[src/rtl/conv_pkg.sv]
// Shared constants and window indexing for the 5x5 convolution path.
package conv_pkg;

  localparam int unsigned DATA_WIDTH  = 16;
  localparam int unsigned KERNEL_SIZE = 5;
  localparam int unsigned FRAC_BIT    = 8;

  // Flat window element index; the weight loader uses the same ordering.
  function automatic int unsigned win_idx(input int unsigned r, input int unsigned c,
                                          input int unsigned k = KERNEL_SIZE);
    return r * k + c;
  endfunction

endpackage

[src/rtl/conv_window_buffer_if.sv]
// Pixel-in / window-out handshake bundle for conv_window_buffer.
interface conv_window_buffer_if #(
  parameter int unsigned DATA_WIDTH  = 16,
  parameter int unsigned KERNEL_SIZE = 5
);
  logic [DATA_WIDTH-1:0]                         pixel_in;
  logic                                          pixel_valid;
  logic                                          pixel_ready;
  logic                                          out_ready;
  logic                                          window_valid;
  logic [KERNEL_SIZE*KERNEL_SIZE*DATA_WIDTH-1:0] pixel_data;
  logic                                          frame_done;

  modport master (
    output pixel_in, pixel_valid, out_ready,
    input  pixel_ready, window_valid, pixel_data, frame_done
  );

  modport slave (
    input  pixel_in, pixel_valid, out_ready,
    output pixel_ready, window_valid, pixel_data, frame_done
  );
endinterface

[src/rtl/conv_line_buffer.sv]
// One image-row delay: combinational read of the old word, write on the same address.
module conv_line_buffer #(
  parameter int unsigned DATA_WIDTH = 16,
  parameter int unsigned DEPTH      = 28
) (
  input  logic                     clk,
  input  logic                     en,
  input  logic [$clog2(DEPTH)-1:0] addr,
  input  logic [DATA_WIDTH-1:0]    din,
  output logic [DATA_WIDTH-1:0]    dout
);

  logic [DATA_WIDTH-1:0] mem [DEPTH];

  assign dout = mem[addr];

  always_ff @(posedge clk) begin
    if (en) mem[addr] <= din;
  end

endmodule

[src/rtl/conv_window_buffer.sv]
// Raster pixel stream to KERNEL_SIZE x KERNEL_SIZE sliding window (stride 1, no padding).
module conv_window_buffer
  import conv_pkg::*;
#(
  parameter int unsigned DATA_WIDTH  = conv_pkg::DATA_WIDTH,
  parameter int unsigned KERNEL_SIZE = conv_pkg::KERNEL_SIZE,
  parameter int unsigned IMG_WIDTH   = 28,
  parameter int unsigned IMG_HEIGHT  = 28
) (
  input logic                 clk,
  input logic                 reset,
  conv_window_buffer_if.slave bus
);

  localparam int unsigned COL_W = $clog2(IMG_WIDTH);
  localparam int unsigned ROW_W = $clog2(IMG_HEIGHT);
  localparam int unsigned K1    = KERNEL_SIZE - 1;
  localparam int unsigned WBITS = KERNEL_SIZE * KERNEL_SIZE * DATA_WIDTH;

  logic [COL_W-1:0]      col_cnt;
  logic [ROW_W-1:0]      row_cnt;
  logic [DATA_WIDTH-1:0] lb_in  [K1];
  logic [DATA_WIDTH-1:0] lb_out [K1];
  logic [DATA_WIDTH-1:0] win    [KERNEL_SIZE][KERNEL_SIZE];
  logic [WBITS-1:0]      data_flat;
  logic                  window_valid;
  logic                  frame_done;
  logic                  ready;
  logic                  accept;
  logic                  col_last;
  logic                  row_last;
  logic                  win_pos;

  assign ready    = !(window_valid && !bus.out_ready);
  assign accept   = bus.pixel_valid && ready;
  assign col_last = (col_cnt == COL_W'(IMG_WIDTH - 1));
  assign row_last = (row_cnt == ROW_W'(IMG_HEIGHT - 1));
  assign win_pos  = (row_cnt >= ROW_W'(K1)) && (col_cnt >= COL_W'(K1));

  // lb[0] delays the incoming row; each later buffer delays the one before it.
  for (genvar k = 0; k < K1; k++) begin : g_lb
    if (k == 0) begin : g_head
      assign lb_in[k] = bus.pixel_in;
    end else begin : g_tail
      assign lb_in[k] = lb_out[k-1];
    end
    conv_line_buffer #(
      .DATA_WIDTH(DATA_WIDTH),
      .DEPTH     (IMG_WIDTH)
    ) u_lb (
      .clk (clk),
      .en  (accept),
      .addr(col_cnt),
      .din (lb_in[k]),
      .dout(lb_out[k])
    );
  end

  always_ff @(posedge clk or negedge reset) begin
    if (!reset) begin
      for (int unsigned r = 0; r < KERNEL_SIZE; r++)
        for (int unsigned c = 0; c < KERNEL_SIZE; c++)
          win[r][c] <= '0;
    end else if (accept) begin
      for (int unsigned r = 0; r < KERNEL_SIZE; r++)
        for (int unsigned c = 0; c < K1; c++)
          win[r][c] <= win[r][c+1];
      // Oldest row comes from the deepest line buffer.
      for (int unsigned r = 0; r < K1; r++)
        win[r][K1] <= lb_out[K1-1-r];
      win[K1][K1] <= bus.pixel_in;
    end
  end

  always_ff @(posedge clk or negedge reset) begin
    if (!reset) begin
      col_cnt      <= '0;
      row_cnt      <= '0;
      window_valid <= 1'b0;
      frame_done   <= 1'b0;
    end else begin
      frame_done <= accept && col_last && row_last;
      if (accept) begin
        if (col_last) begin
          col_cnt <= '0;
          row_cnt <= row_last ? '0 : row_cnt + 1'b1;
        end else begin
          col_cnt <= col_cnt + 1'b1;
        end
      end
      if (accept && win_pos)
        window_valid <= 1'b1;
      else if (bus.out_ready)
        window_valid <= 1'b0;
    end
  end

  always_comb begin
    data_flat = '0;
    for (int unsigned r = 0; r < KERNEL_SIZE; r++)
      for (int unsigned c = 0; c < KERNEL_SIZE; c++)
        data_flat[win_idx(r, c, KERNEL_SIZE)*DATA_WIDTH +: DATA_WIDTH] = win[r][c];
  end

  assign bus.pixel_ready  = ready;
  assign bus.window_valid = window_valid;
  assign bus.pixel_data   = data_flat;
  assign bus.frame_done   = frame_done;

endmodule

[src/flat_wrapper.sv]
// flat-port wrapper written by rule: the top's interface ports become plain ports
module conv_window_buffer_flat import conv_pkg::*;
#(
  parameter int unsigned DATA_WIDTH  = conv_pkg::DATA_WIDTH,
  parameter int unsigned KERNEL_SIZE = conv_pkg::KERNEL_SIZE,
  parameter int unsigned IMG_WIDTH   = 28,
  parameter int unsigned IMG_HEIGHT  = 28
)
  (clk, reset, bus_pixel_in, bus_pixel_valid, bus_out_ready, bus_pixel_ready, bus_window_valid, bus_pixel_data, bus_frame_done);
  conv_window_buffer_if #(.DATA_WIDTH(DATA_WIDTH), .KERNEL_SIZE(KERNEL_SIZE)) bus_i ();
  input logic clk;
  input logic reset;
  input wire logic [$bits(bus_i.pixel_in)-1:0] bus_pixel_in;
  input wire logic [$bits(bus_i.pixel_valid)-1:0] bus_pixel_valid;
  input wire logic [$bits(bus_i.out_ready)-1:0] bus_out_ready;
  output wire logic [$bits(bus_i.pixel_ready)-1:0] bus_pixel_ready;
  output wire logic [$bits(bus_i.window_valid)-1:0] bus_window_valid;
  output wire logic [$bits(bus_i.pixel_data)-1:0] bus_pixel_data;
  output wire logic [$bits(bus_i.frame_done)-1:0] bus_frame_done;
  assign bus_i.pixel_in = bus_pixel_in;
  assign bus_i.pixel_valid = bus_pixel_valid;
  assign bus_i.out_ready = bus_out_ready;
  assign bus_pixel_ready = bus_i.pixel_ready;
  assign bus_window_valid = bus_i.window_valid;
  assign bus_pixel_data = bus_i.pixel_data;
  assign bus_frame_done = bus_i.frame_done;
  conv_window_buffer #(.DATA_WIDTH(DATA_WIDTH), .KERNEL_SIZE(KERNEL_SIZE), .IMG_WIDTH(IMG_WIDTH), .IMG_HEIGHT(IMG_HEIGHT)) u_core (.clk(clk), .reset(reset), .bus(bus_i));
endmodule
[config.mk]
export PLATFORM = sky130hd
export DESIGN_NAME = conv_window_buffer_flat
export DESIGN_NICKNAME = d
export VERILOG_FILES = /design/src/rtl/conv_pkg.sv /design/src/rtl/conv_window_buffer_if.sv /design/src/rtl/conv_line_buffer.sv /design/src/rtl/conv_window_buffer.sv /design/src/flat_wrapper.sv
export SDC_FILE = /design/constraint.sdc
export NUM_CORES = 2
export LEC_CHECK = 0
export ABC_AREA = 1
export CAP_MARGIN = 30
export CORE_MARGIN = 4
export CORE_UTILIZATION = 40
export CTS_CLUSTER_DIAMETER = 120
export CTS_CLUSTER_SIZE = 40
export DETAILED_ROUTE_END_ITERATION = 10
export PLACE_DENSITY = 0.55
export SETUP_SLACK_MARGIN = 0.2
export SLEW_MARGIN = 20
export SYNTH_ARGS = -nofsm -noshare
export SYNTH_HDL_FRONTEND = slang
export SYNTH_SLANG_ARGS = --single-unit
[constraint.sdc]
create_clock -name clk -period 9.6 [get_ports clk]
set_input_delay 1.92 -clock clk [delete_from_list [all_inputs] [get_ports clk]]
set_output_delay 1.92 -clock clk [all_outputs]
set_load 0.02 [all_outputs]
==> impl_metrics.ini <==
[route]
post-route-drc-count = 0
finalWirelength_mm = 268
wl_per_cell_um = 23.2
vias = 58837
drt-vias-per-instance = 5.08
first_pass_iters = 8
first_iter_violations = 6836
drtAntennaViolNets = 0

[clocking]
worstSkewPairLatency_ns = 0.80
holdBufCountCts = 0
cts_buffers = 61
path_clk_slew_ns = 0.14
htreeDepth = 2
clock_path_buffers = 3
root_buffer = clkbuf_16
postCtsSetupBuffers = 0
clkSinkCount = 2204
cts_tree = built
cts.repair.resized = 0

[synth]
syn-num-nets = 8394
ys_ff_latch = 2204
synth_area_leaders = edfxtp_1, nand2_1, dfrtp_1
avgSynthCellArea_um2 = 10.7
synthArstFlopShare_pct = 18.7
synthCells = 8368
ys_seq_area_share_pct = 71.9
yosysWarnings = 0
synth_cell_types = 24
ys.flop_type = edfxtp_1
syn-cell-area_um2 = 89200
synth_top_area_share_pct = 60.4
synth_edf_count = 1792
synth_area_leader_cell = edfxtp_1

[setup_path]
cp_slowest_cell = nor2_4
crit_cells = 8
arrival_ns = 6.61
crit_path_end_kind = flop
cpLargestDelayFamily = simple AND/OR/NAND/NOR gates
r2r-start = u_core.col_cnt[0]
path_buf_inv = 4
slowest_delay_ns = 0.97
critPathCapture = u_core.g_lb[2].u_lb.mem[24][14]
critPathMaxFanout = 107
crit_chain = clkdlybuf4s50_1 -> inv_1 -> nand2_1 -> nand2_4 -> inv_8 -> nand2_1 -> nor2_4 -> buf_4
crit_type = in2reg
cp-start-kind = primary input
r2r-end = u_core.g_lb[2].u_lb.mem[24][14]
startpoint = bus_out_ready
worstPathRequired_ns = 10.02
r2r_slack_ns = 4.45
critPathMostFrequentCell = nand2_1
reg2regPathDepth = 6

[placed_design]
placed_area_um2 = 96700
dp_hpwl_mm = 160
portBuffers = 422
place_congestion = 0.904

[floorplanning]
io_pins = 423
start_util_pct = 40.1
die_w_um = 480
rows = 173
dieArea_um2 = 230000
design.core.area_um2 = 222000
die_h_um = 480

[timing]
finalHoldViolations = 0
period_minus_slack_ns = 6.19
fin_crit_sh_pct = 64.5
maxSlewViolCount = 0
worst_pin_slew_ns = 1.04
fmax_mhz = 162
setup_viol = 0
rsz0062_at_grt = no
clock_skew_ns = 0.0349
relSlewSlack_pct = 30.8
tns_ns = 0

[finish]
fin_area_um2 = 98700
area_delta_synth_final_pct = 10.7
fin_nets = 8599
drive_gt1_share_pct = 3.38
final_common_cell = nand2_1
final_cell_mix = nand2_1, edfxtp_1, nor2_1, inv_1, o21ai_0

[run]
drv_cap = 0

[grt]
grtUsageTotal_pct = 22.7
antenna_found_initial = 21
grt_start_max_net_pins = 228
grt_pass1_vias = 54918
grt_pass1_wl_mm = 390
gr-total-overflow = 0

[hold_path]
hold_path_depth = 2
hold_class = reg2reg

[outcome]
status = complete, no violations

[power_and_ir_drop]
power_leakage_nw = 39.3
powerDensity_nw_per_um2 = 323
power.total_mw = 31.9
irDropWorstVdd_uv = 270
## cell type report
cell class	instances	area (um2)
antenna	7	17.5
clock buffer	86	1660
clock inverter	6	56.3
fill	20895	123000
inverter	632	2400
multi-input combinational	5099	20900
sequential	2204	64100
tap	2975	3720
timing repair buffer	575	5780
## worst min-delay path, cell delays in order (launching register included)
cell and delay, ns:
dfrtp_1 0.37, nand2_1 0.06, nand2_1 0.05
## sequential cells by signal, indices dropped and copies added, names as in the netlist
signal / count
u_core.bus.frame_done: 1
u_core.bus.pixel_data: 400
u_core.bus.window_valid: 1
u_core.col_cnt: 5
u_core.g_lb.u_lb.mem: 1792
u_core.row_cnt: 5
## layer usage
layer  track usage, %  vias to the layer above  part of all wire (%)
li1                 -                    27508                     -
met1             33.6                    28931                    44
met2             36.1                     2214                    46
met3             2.95                      184                   7.7
met4             4.46                        0                   2.1
met5                0                        -                     0
## synthesized netlist by cell type, drive strengths merged, types with 4 or more instances
library cell  count
nand2          3168
edfxtp         1792
nor2            830
o21ai           759
inv             628
dfrtp           412
buf             272
nand3           259
clkbuf          161
a21oi            69
ha                6
clkinv            4
nor3              4
## logic make-up after synthesis
family | count (synthesis) | synth area share, %
buf+inv | 1065 | 4.98
xor+xnor | 1 | 0.00983
simple gates | 4263 | 18.3
fa+ha+maj | 6 | 0.0842
compound gates | 829 | 4.66
flops | 2204 | 71.9
## stage by stage
stage / utilization (%) / setup WS [ns] / cells / hold slack, ns
6_report: 44.4 / 3.41 / 11584 / 0.494
2_1_floorplan: - / 3.53 / 8368 / 0.527
4_1_cts: 44.3 / 3.45 / 11567 / 0.499
3_3_place_gp: 43.5 / 2.66 / 11468 / 0.461
3_5_place_dp: 43.5 / 2.60 / 11475 / 0.464
5_1_grt: 44.4 / 3.23 / 11578 / 0.526
## power by group
part / switching (mW) / leakage, nW / internal [mW]
combinational: 9.94 / 17.0 / 3.38
clock: 2.77 / 0.827 / 1.23
sequential: 0.828 / 21.5 / 13.8
## worst min path at each step
stage | start | end | slack (ns)
2_1_floorplan | u_core.row_cnt[4] | u_core.row_cnt[4] | 0.53
3_3_place_gp | u_core.bus.pixel_data[326] | u_core.bus.pixel_data[326] | 0.46
3_5_place_dp | u_core.bus.pixel_data[335] | u_core.bus.pixel_data[335] | 0.46
4_1_cts | u_core.bus.pixel_data[335] | u_core.bus.pixel_data[335] | 0.50
5_1_grt | u_core.bus.pixel_data[163] | u_core.bus.pixel_data[163] | 0.53
6_report | u_core.bus.pixel_data[335] | u_core.bus.pixel_data[335] | 0.49
(Power assumes the default switching activity.)
